File: config.mk
export PLATFORM = sky130hd
export DESIGN_NAME = k_address_sequencer_flat
export DESIGN_NICKNAME = d
export VERILOG_FILES = /design/src/rtl/k_address_sequencer_pkg.sv /design/src/rtl/k_address_sequencer_if.sv /design/src/rtl/k_address_sequencer.sv /design/src/flat_wrapper.sv
export SDC_FILE = /design/constraint.sdc
export NUM_CORES = 1
export LEC_CHECK = 0
export BUFFER_PORTS_ARGS = -buffer_cell sky130_fd_sc_hd__clkbuf_2
export CORE_MARGIN = 2
export CORE_UTILIZATION = 50
export CTS_CLUSTER_SIZE = 12
export DETAILED_ROUTE_END_ITERATION = 6
export PLACE_DENSITY = 0.81
export REMOVE_ABC_BUFFERS = 1
export SKIP_LAST_GASP = 1
export SYNTH_ARGS = -nofsm -noshare
export SYNTH_HDL_FRONTEND = slang
export SYNTH_SLANG_ARGS = --single-unit
export TNS_END_PERCENT = 5
File: constraint.sdc
create_clock -name clock -period 2.25 [get_ports clock]
set_clock_uncertainty 0.2 [all_clocks]
set_input_delay 0.225 -clock clock [delete_from_list [all_inputs] [get_ports clock]]
set_output_delay 0.225 -clock clock [all_outputs]
set_load 0.005 [all_outputs]
File: src/rtl/k_address_sequencer_pkg.sv
// k_address_sequencer_pkg: shared SHA-256 constants and sequencer state encoding
package k_address_sequencer_pkg;
    localparam int K_LENGTH_DEFAULT = 64;
    typedef enum logic [2:0] {IDLE, ISSUE, HOLD, DRAIN, DONE} state_t;
endpackage

File: src/rtl/k_address_sequencer_if.sv
// k_address_sequencer_if: run/advance handshake and constant-memory read port
interface k_address_sequencer_if
    import k_address_sequencer_pkg::*;
#(
    parameter int K_LENGTH = K_LENGTH_DEFAULT
);
    logic                        enable;
    logic                        advance;
    logic [$clog2(K_LENGTH)-1:0] k_address;
    logic                        k_read;
    logic                        address_read_complete;
    logic                        busy;
    modport master (output enable, advance, input k_address, k_read, address_read_complete, busy);
    modport slave (input enable, advance, output k_address, k_read, address_read_complete, busy);
endinterface

File: src/rtl/k_address_sequencer.sv
// k_address_sequencer: walks the round-constant memory one read per advance, then waits out the read latency
module k_address_sequencer
    import k_address_sequencer_pkg::*;
#(
    parameter int K_LENGTH     = K_LENGTH_DEFAULT,
    parameter int READ_LATENCY = 2
) (
    input logic                  clock,
    input logic                  reset,
    k_address_sequencer_if.slave bus
);
    localparam int              AW         = $clog2(K_LENGTH);
    localparam logic [AW-1:0]   LAST       = AW'(K_LENGTH - 1);
    localparam logic [2:0]      DRAIN_LOAD = 3'(READ_LATENCY - 1);
    state_t        state, state_n;
    logic [AW-1:0] addr, addr_n;
    logic [2:0]    cnt, cnt_n;
    logic          k_read_q, complete_q, busy_q;
    always_comb begin
        state_n = state;
        addr_n  = addr;
        cnt_n   = cnt;
        if (!bus.enable) begin
            state_n = IDLE;
            addr_n  = '0;
            cnt_n   = '0;
        end else begin
            case (state)
                IDLE:  state_n = ISSUE;
                ISSUE: state_n = HOLD;
                HOLD: if (bus.advance) begin
                    if (addr == LAST) begin
                        state_n = DRAIN;
                        cnt_n   = DRAIN_LOAD;
                    end else begin
                        state_n = ISSUE;
                        addr_n  = addr + 1'b1;
                    end
                end
                DRAIN: if (cnt == '0) state_n = DONE; else cnt_n = cnt - 1'b1;
                default: state_n = state;
            endcase
        end
    end
    // flags are flopped from the next state so no input reaches an output combinationally
    always_ff @(posedge clock) begin
        if (reset) begin
            state      <= IDLE;
            addr       <= '0;
            cnt        <= '0;
            k_read_q   <= 1'b0;
            complete_q <= 1'b0;
            busy_q     <= 1'b0;
        end else begin
            state      <= state_n;
            addr       <= addr_n;
            cnt        <= cnt_n;
            k_read_q   <= state_n == ISSUE;
            complete_q <= state_n == DONE;
            busy_q     <= state_n != IDLE;
        end
    end
    assign bus.k_address             = addr;
    assign bus.k_read                = k_read_q;
    assign bus.address_read_complete = complete_q;
    assign bus.busy                  = busy_q;
endmodule

File: src/flat_wrapper.sv
// flat-port wrapper written by rule: the top's interface ports become plain ports
module k_address_sequencer_flat import k_address_sequencer_pkg::*;
#(
    parameter int K_LENGTH     = K_LENGTH_DEFAULT,
    parameter int READ_LATENCY = 2
)
  (clock, reset, bus_enable, bus_advance, bus_k_address, bus_k_read, bus_address_read_complete, bus_busy);
  k_address_sequencer_if #(.K_LENGTH(K_LENGTH)) bus_i ();
  input logic clock;
  input logic reset;
  input wire logic [$bits(bus_i.enable)-1:0] bus_enable;
  input wire logic [$bits(bus_i.advance)-1:0] bus_advance;
  output wire logic [$bits(bus_i.k_address)-1:0] bus_k_address;
  output wire logic [$bits(bus_i.k_read)-1:0] bus_k_read;
  output wire logic [$bits(bus_i.address_read_complete)-1:0] bus_address_read_complete;
  output wire logic [$bits(bus_i.busy)-1:0] bus_busy;
  assign bus_i.enable = bus_enable;
  assign bus_i.advance = bus_advance;
  assign bus_k_address = bus_i.k_address;
  assign bus_k_read = bus_i.k_read;
  assign bus_address_read_complete = bus_i.address_read_complete;
  assign bus_busy = bus_i.busy;
  k_address_sequencer #(.K_LENGTH(K_LENGTH), .READ_LATENCY(READ_LATENCY)) u_core (.clock(clock), .reset(reset), .bus(bus_i));
endmodule
==> impl_metrics.yaml, run 1 <==
status:
  outcome: "finished, final reports clean"
logic_synthesis:
  synth_area_leaders: "dfxtp_1 42%, ha_1 5.3%, nor2_1 4.2%"
  synth.distinct_cells: 33
  ys_async_sr_fraction_pct: 0
  synth_top_cell_by_area: "dfxtp_1"
  synth_edf_count: 0
  ys_ff_latch: 15
  synth_common_cells: "15 x dfxtp_1, 8 x nor2_1, 4 x inv_1, 4 x nand2_1, 4 x nor3_1"
  ys.flop_type: "dfxtp_1"
  seq_area_frac_synth_pct: 42.1
  syn_avg_cell_area_sq_um: 9.64
  yosysMostFrequentCell: "dfxtp_1"
  synth_cells: 74
  synth_top_area_share_pct: 42.1
  netlist_area_sq_um: 713
  ys_warn_count: 0
layout:
  diodes: 0
  instances_no_fill: 104
  finish.utilization_pct: 61.9
  seq_area_sq_um: 300
  fin_nets: 97
  nFillCells: 122
  area_delta_synth_final_pct: 14.4
  drive_gt1_share_pct: 25.8
  multiInputGateArea_sq_um: 394
detailed_routing:
  viasPerCell: 5.44
  postRouteAntennaNets: 0
  routed_wirelength_um: 1300
  drt_iter0_markers: 13
  vias: 566
  dr.pass1.iters: 4
  avgRoutedWirePerCell_um: 12.5
  drc: 0
clock_network:
  post-cts-setup-buffer-count: 0
  clock_latency_ps: 290
  clockBufferDepth: 2
  clockRootBuffer: "clkbuf_4"
  ctsResizeCount: 0
  cts_max_level: 1
  cts.reportedPaths.clkPinSlew_ps: 90
  cts_hold_buf: 0
  cts_tree: "built"
  numClockSinks: 15
  numCtsBuffers: 3
timing:
  tightest_slew_ps: 473
  relSlewSlack_pct: 68.4
  fmax_mhz: 544
  hold_ws_ps: 138
  hold_viol: 0
  rsz0062_at_grt: "no"
  setup_viol: 0
  tns_ps: 0
  period_minus_slack_ps: 1840
  post-route-period-util_pct: 81.8
  finalMaxSlewViolations: 0
grt:
  grt_start_max_net_pins: 13
  grt_usage_pct: 17.9
  grt_pass1_vias: 552
  grt_pass1_wl_um: 2320
  grt-ovfl-total: 0
  antenna_found_initial: 0
placed_design:
  port_buffers: 12
  post-place-cells: 100
  dp_hpwl_um: 971
  gp_congestion: 0.740
hold_path:
  min-delay-start: "bus_advance"
  min_path_type: "input pin to register"
floorplan:
  rows: 13
  die_w_um: 41.8
  ioPinCount: 13
  die_area_sq_um: 1740
  dieHeight_um: 41.8
  core-area_sq_um: 1320
  start_util_pct: 54.1
job:
  cap_viol_max_count: 0
worst_setup_path:
  max_stage_delay_ps: 350
  cp.arrival_ps: 1820
  path_cells: "inv_1, ha_1, nor2b_1, nor3_1, nor3_1, a211oi_1"
  worstPathRequired_ps: 2230
  crit_family: "simple AND/OR/NAND/NOR gates"
  worstSetupStartpoint: "u_core.cnt[0]$_SDFFE_PP0P_"
  crit_path_frequent_cell: "nor3_1"
  slowest_stage: "dfxtp_1"
  path_buf_inv: 1
  cp-start-kind: "register"
  r2r_start: "u_core.cnt[0]$_SDFFE_PP0P_"
  worstSetupPathType: "register to register"
  cp-end-kind: "register"
  critPathMaxFanout: 5
power:
  fin_total_pwr_uw: 450
  irDropWorstVdd_uv: 436
  powerDensity_nw_per_um2: 552
  p_leak_uw: 0.000339
==> through the flow <==
| stage | area, sq um | setup WS, ps |
|---|---|---|
| 3_5_place_dp | 788 | 415 |
| 2_1_floorplan | 709 | 620 |
| 4_1_cts | 816 | 375 |
| 3_3_place_gp | 788 | 482 |
| 6_report | 816 | 410 |
| 5_1_grt | 816 | 222 |
==> final timing paths <==
path                                                    to  slack, ps  cells after the start
worst min-delay path            u_core.state[1]$_SDFF_PP0_        140                      4
worst max-delay path            u_core.cnt[0]$_SDFFE_PP0P_        410                      6
worst max register to register  u_core.cnt[0]$_SDFFE_PP0P_        410                      6
worst min register to register  u_core.cnt[0]$_SDFFE_PP0P_        300                      1
==> worst register-to-register path, cell delays in order (launching register included) <==
cell and delay, ps:
dfxtp_1 350, inv_1 70, ha_1 190, nor2b_1 180, nor3_1 350, nor3_1 110
a211oi_1 280
==> cell type report <==
class / count / area share, %
Timing Repair Buffer: 12 / 7.36
Multi-Input combinational cell: 54 / 48.3
Clock buffer: 3 / 2.76
Inverter: 4 / 1.84
Tap cell: 15 / 2.30
Clock inverter: 1 / 0.613
Sequential cell: 15 / 36.8
==> power by group <==
part	switching [uW]	internal, uW
Clock	88.6	66.2
Combinational	11.8	11.1
Sequential	3.58	269
==> metal layers <==
layer	part of all wire (%)	vias up	wire [um]	global-route usage (%)
li1	-	292	-	-
met1	45	260	590	20.7
met2	48	9	627	29.4
met3	3.5	5	45	3.91
met4	3.1	0	41	11.6
met5	0	-	0	0
==> cells in the final DEF (no fill, tap or decap) <==
| master | netlist | layout |
|---|---|---|
| xor2_1 | 3 | 3 |
| clkinv_2 | 0 | 1 |
| nor2b_1 | 2 | 2 |
| a221oi_1 | 1 | 1 |
| o211ai_1 | 2 | 2 |
| a211oi_1 | 1 | 1 |
| o21ai_0 | 1 | 1 |
| a21oi_1 | 2 | 2 |
| nor3_1 | 4 | 4 |
| a21oi_2 | 1 | 1 |
| o22ai_1 | 1 | 1 |
| and4_1 | 1 | 1 |
| clkbuf_2 | 0 | 12 |
| nand2b_1 | 3 | 3 |
| and4bb_4 | 1 | 1 |
| ha_1 | 3 | 3 |
| a41oi_1 | 1 | 1 |
| nand2_1 | 4 | 4 |
| nor4bb_1 | 1 | 1 |
| and3_1 | 2 | 2 |
| nor3b_4 | 1 | 1 |
| nand3_2 | 1 | 1 |
| xnor2_1 | 1 | 1 |
| or3_1 | 1 | 1 |
| mux2i_1 | 2 | 2 |
| or2b_1 | 1 | 1 |
| o22a_2 | 1 | 1 |
| inv_1 | 4 | 4 |
| nor2_1 | 8 | 8 |
| a31oi_1 | 1 | 1 |
| and2b_2 | 1 | 1 |
| o21ai_1 | 1 | 1 |
| dfxtp_1 | 15 | 15 |
| nor4b_2 | 1 | 1 |
| clkbuf_4 | 0 | 3 |
==> logic make-up after synthesis <==
logic type      share of synthesized area [%]
fa+ha+maj                                5.26
xor+xnor                                 4.91
flops                                    42.1
simple gates                             29.5
buf+inv                                  2.63
compound gates                           12.8
mux                                      2.81
==> flip-flops by register name, summed over array words and instances (netlist names) <==
| register | count |
|---|---|
| u_core.bus.address_read_complete | 1 |
| u_core.bus.busy | 1 |
| u_core.bus.k_address | 6 |
| u_core.bus.k_read | 1 |
| u_core.cnt | 3 |
| u_core.state | 3 |
Note: power is estimated with default switching activity, not from simulation.
==> run 2, diff against run 1 <==
Settings changed: CORE_UTILIZATION 50 to 46, PLACE_DENSITY 0.81 to 0.79.
Clock period 2.25 ns to 1.65 ns, I/O delays scaled along.
==> impl_metrics.yaml, run 2 (synthesis results as in run 1) <==
status:
  outcome: "finished, final reports clean"
worst_setup_path:
  critPathMaxFanout: 5
  max_stage_delay_ps: 360
  worstSetupPathType: "register to register"
  path_cells: "inv_2, ha_4, nor2b_4, nor3_4, or3_1, a21oi_2"
  worstPathRequired_ps: 1680
  cp-end-kind: "register"
  cp.arrival_ps: 1600
  r2r_cells: 6
  cp-start-kind: "register"
  slowest_stage: "or3_1"
  crit_family: "simple AND/OR/NAND/NOR gates"
  path_buf_inv: 1
  cp.depth: 6
clock_network:
  cts_tree: "built"
  clockBufferDepth: 2
  cts.reportedPaths.clkPinSlew_ps: 90
  numClockSinks: 15
  clock_latency_ps: 280
  numCtsBuffers: 3
  cts_max_level: 1
  clockRootBuffer: "clkbuf_4"
placed_design:
  port_buffers: 12
  post-place-cells: 108
  dp_hpwl_um: 1020
  gp_congestion: 0.730
timing:
  tns_ps: 0
  relSlewSlack_pct: 81.3
  setup_viol: 0
  post-route-period-util_pct: 95.3
  rsz0062_at_grt: "yes"
  fmax_mhz: 636
  period_minus_slack_ps: 1570
  tightest_slew_ps: 279
  hold_viol: 0
  finalMaxSlewViolations: 0
layout:
  multiInputGateArea_sq_um: 454
  diodes: 0
  seq_area_sq_um: 305
  drive_gt1_share_pct: 43.3
  instances_no_fill: 113
  area_delta_synth_final_pct: 31.9
  nFillCells: 124
  layout_common_cells: "12 x clkbuf_2, 11 x dfxtp_1, 8 x nor2_1, 8 x buf_4"
  fin_nets: 105
  final_common_cell: "clkbuf_2"
  largest_reg_flops: 6
power:
  p_sw_share_pct: 22.7
  p_leak_uw: 0.000398
  p_clk_share_pct: 34.1
  powerDensity_nw_per_um2: 659
  irDropWorstVdd_uv: 428
  intPower_uw: 479
  power_switching_uw: 141
  seqPwrFrac_pct: 60.1
  combPwrFrac_pct: 5.8
floorplan:
  die_w_um: 43.4
  core-area_sq_um: 1470
  rows: 14
  start_util_pct: 48.5
  dieHeight_um: 43.4
  die_area_sq_um: 1880
  ioPinCount: 13
job:
  cap_viol_max_count: 0
detailed_routing:
  avgRoutedWirePerCell_um: 12.8
  drc: 0
  viasPerCell: 5.42
  routed_wirelength_um: 1450
  postRouteAntennaNets: 0
  vias: 612
  dr.pass1.iters: 4
  drt_iter0_markers: 10
grt:
  grt_start_max_net_pins: 9
  antenna_found_initial: 0
  grt_pass1_vias: 577
  grt_usage_pct: 17.4
  grt_pass1_wl_um: 2390
  grt-ovfl-total: 0
hold_path:
  holdPathStages: 3
  min_path_type: "input pin to register"
-- run 2: cell count changes in the layout (fill, tap and decap cells not counted), moves of 2 or more --
cell / before / now
dfxtp_2: 0 / 4
dfxtp_1: 15 / 11
inv_1: 4 / 2
inv_2: 0 / 2
buf_4: 0 / 8
ha_1: 3 / 1
-- run 2: final timing paths --
path              slack [ps]                                  from                                   end
setup / recovery          80            u_core.cnt[0]$_SDFFE_PP0P_            u_core.cnt[1]$_SDFFE_PP0P_
hold / removal            20                            bus_enable            u_core.state[1]$_SDFF_PP0_
setup reg to reg          80            u_core.cnt[0]$_SDFFE_PP0P_            u_core.cnt[1]$_SDFFE_PP0P_
hold reg to reg          310  u_core.bus.k_address[5]$_SDFFE_PP0P_  u_core.bus.k_address[5]$_SDFFE_PP0P_
-- run 2: layer usage --
layer	wire (um)	track usage (%)	vias to the layer above
li1	-	-	311
met1	669	20.2	288
met2	707	27.8	9
met3	38	4.17	4
met4	31	12.7	0
met5	0	0	-
-- run 2: worst min-delay path, stage by stage --
cell	delay (ps)
clkbuf_2	80
nand2b_1	160
nor2_1	60
-- run 2: power groups by stage --
stage / clock (uW) / sequential (uW) / combinational, uW
2_1_floorplan: 0 / 380 / 19.9
3_3_place_gp: 0 / 380 / 33.0
3_5_place_dp: 0 / 380 / 33.7
4_1_cts: 216 / 372 / 34.0
5_1_grt: 233 / 373 / 40.1
6_report: 212 / 372 / 36.0
-- run 2: cell type report --
class	count	share of cell area, %
Clock buffer	4	2.79
Tap cell	16	2.13
Inverter	4	1.60
Timing Repair Buffer	20	12.8
Multi-Input combinational cell	54	48.3
Sequential cell	15	32.4
-- run 2: through the flow --
stage          setup WS (ps)  hold WS (ps)  total power [uW]  cell area (sq um)  utilization, %
4_1_cts                -89.7          28.2               622                876            59.5
3_5_place_dp            -134           304               414                842            57.2
6_report                77.5          20.7               620                941            63.9
3_3_place_gp           -74.4           291               413                842            57.2
5_1_grt                -41.2          62.7               646                941            63.9
2_1_floorplan           19.9           223               400                709               -
-- run 2: what timing repair did --
action                     in CTS  in global routing
cloned                          0                  0
hold buffers                    0                  0
pin swaps                       0                  5
resized for setup               2                 15
setup endpoints to repair       5                  9
buffers inserted                0                  1
==> run 3, diff against run 2 <==
Settings changed: ABC_AREA set to 1, CORE_UTILIZATION 46 to 49, PLACE_DENSITY 0.79 to 0.81.
==> impl_metrics.yaml, run 3 <==
floorplan:
  dieHeight_um: 45.9
  die_area_sq_um: 2110
  start_util_pct: 51.0
  rows: 15
  core-area_sq_um: 1690
  die_w_um: 45.9
  ioPinCount: 13
layout:
  fin_nets: 144
  largest_reg_flops: 6
  final_common_cell: "nand2_1"
  diodes: 0
  finish.utilization_pct: 59.6
  layout_common_cells: "27 x nand2_1, 17 x inv_1, 15 x dfxtp_1, 12 x nor2_1, 12 x clkbuf_2"
  drive_gt1_share_pct: 23.5
  area_delta_synth_final_pct: 16.8
grt:
  grt-ovfl-total: 0
  grt_pass1_wl_um: 2560
  grt_start_max_net_pins: 9
  antenna_found_initial: 0
  grt_pass1_vias: 671
  grt_usage_pct: 16.9
clock_network:
  cts_tree: "built"
  numClockSinks: 15
  clock_latency_ps: 280
  clockBufferDepth: 2
  cts.reportedPaths.clkPinSlew_ps: 90
  numCtsBuffers: 3
  cts_max_level: 1
  post-cts-setup-buffer-count: 0
  clockRootBuffer: "clkbuf_4"
timing:
  relSlewSlack_pct: 75.7
  tightest_slew_ps: 363
  tns_ps: 0
  finalMaxSlewViolations: 0
  post-route-period-util_pct: 92.8
  hold_viol: 0
  fmax_mhz: 653
  hold_ws_ps: 109
  rsz0062_at_grt: "yes"
  setup_viol: 0
  period_minus_slack_ps: 1530
worst_setup_path:
  r2r_cells: 6
  cp-start-kind: "register"
  critPathMaxFanout: 5
  worstPathRequired_ps: 1630
  cp-end-kind: "register"
  worstSetupPathType: "register to register"
  cp.arrival_ps: 1510
  rrSetupSlack_ps: 120
placed_design:
  port_buffers: 12
  dp_hpwl_um: 1250
  gp_congestion: 0.784
logic_synthesis:
  synth_cells: 116
  netlist_area_sq_um: 862
  ys_async_sr_fraction_pct: 0
  synth_common_cells: "27 x nand2_1, 17 x inv_1, 15 x dfxtp_1, 13 x nor2_1, 10 x a21oi_1"
  ys_ff_latch: 15
  synth_area_leaders: "dfxtp_1 35%, nand2_1 12%, inv_1 7.4%"
  synth_edf_count: 0
  yosysMostFrequentCell: "nand2_1"
  ys_warn_count: 0
  synth.distinct_cells: 21
  ys.flop_type: "dfxtp_1"
  synth_top_cell_by_area: "dfxtp_1"
  syn_avg_cell_area_sq_um: 7.43
  synth_top_area_share_pct: 34.8
  seq_area_frac_synth_pct: 34.8
detailed_routing:
  avgRoutedWirePerCell_um: 10.7
  vias: 752
  drt_iter0_markers: 14
  dr.pass1.iters: 4
  drc: 0
  postRouteAntennaNets: 0
  viasPerCell: 4.92
  routed_wirelength_um: 1640
power:
  irDropWorstVdd_uv: 466
  fin_total_pwr_uw: 635
  p_clk_share_pct: 33.0
  powerDensity_nw_per_um2: 631
  intPower_uw: 482
  seqPwrFrac_pct: 58.7
  combPwrFrac_pct: 8.3
  p_sw_share_pct: 24.2
  p_leak_uw: 0.000500
  power_switching_uw: 154
hold_path:
  min_path_type: "input pin to register"
  holdPathStages: 5
job:
  cap_viol_max_count: 0
status:
  outcome: "finished, final reports clean"
[run 3: changes by cell type after synthesis, moves of 3 or more]
cell,delta
a21oi_1,+8
inv_1,+13
inv_2,+3
nand2_1,+23
nand2b_1,-3
nand3_1,+6
nand3_4,+3
nor2_1,+5
nor2_8,+3
nor3_1,-4
[run 3: critical path: stages, from the launching register on]
cell,delay (ps)
dfxtp_1,400
ha_1,250
nand3_4,130
o21bai_1,140
nand2_1,80
a21oi_1,170
nor2_1,70
[run 3: area by class of cell]
class | count | area (sq um)
inverter | 21 | 81.3
tap | 17 | 21.3
fill | 168 | 682
clock buffer | 4 | 26.3
sequential | 15 | 300
multi-input combinational | 80 | 483
timing repair buffer | 16 | 95.1
[run 3: kinds of logic (layout without fill, tap and decap cells)]
logic type / after synthesis / count (layout) / synth area share [%]
fa+ha+maj: 3 / 3 / 4.35
xor+xnor: 2 / 2 / 2.03
compound gates: 18 / 18 / 11.8
simple gates: 57 / 57 / 37.6
buf+inv: 21 / 41 / 9.43
flops: 15 / 15 / 34.8
[run 3: what timing repair did]
item	CTS	global route
setup endpoints to repair	0	9
endpoints found under the hold margin	4	0
hold buffers	2	0
resized for setup	0	1
[run 3: power by group through the flow]
| stage | clock [uW] | sequential (uW) | combinational (uW) |
|---|---|---|---|
| CTS | 216 | 372 | 51.3 |
| floorplan | 0 | 381 | 30.9 |
| global route | 226 | 374 | 59.6 |
| detailed placement | 0 | 381 | 47.5 |
| finish | 210 | 373 | 53.0 |
| global placement | 0 | 381 | 46.3 |
[run 3: stage by stage]
| stage | worst slack (ps) | instances | area [sq um] |
|---|---|---|---|
| after floorplan | 138 | 116 | 862 |
| after global placement | 154 | 147 | 958 |
| after detailed placement | 116 | 147 | 958 |
| after CTS | 75.7 | 153 | 1000 |
| after global routing | -45.6 | 153 | 1010 |
| final | 119 | 153 | 1010 |
[run 3: worst paths after layout]
check	start	endpoint
setup / recovery	u_core.bus.k_address[1]$_SDFFE_PP0P_	u_core.bus.k_read$_SDFF_PP0_
hold reg to reg	u_core.cnt[0]$_SDFFE_PP0P_	u_core.cnt[0]$_SDFFE_PP0P_
setup reg to reg	u_core.bus.k_address[1]$_SDFFE_PP0P_	u_core.bus.k_read$_SDFF_PP0_
hold / removal	bus_advance	u_core.bus.k_address[4]$_SDFFE_PP0P_
[run 3: layer usage]
| layer | GRT usage (%) | vias up | share of wire (%) |
|---|---|---|---|
| li1 | - | 405 | - |
| met1 | 20.4 | 330 | 46 |
| met2 | 28.6 | 13 | 50 |
| met3 | 3.57 | 4 | 3.1 |
| met4 | 6.86 | 0 | 1.2 |
| met5 | 0 | - | 0 |
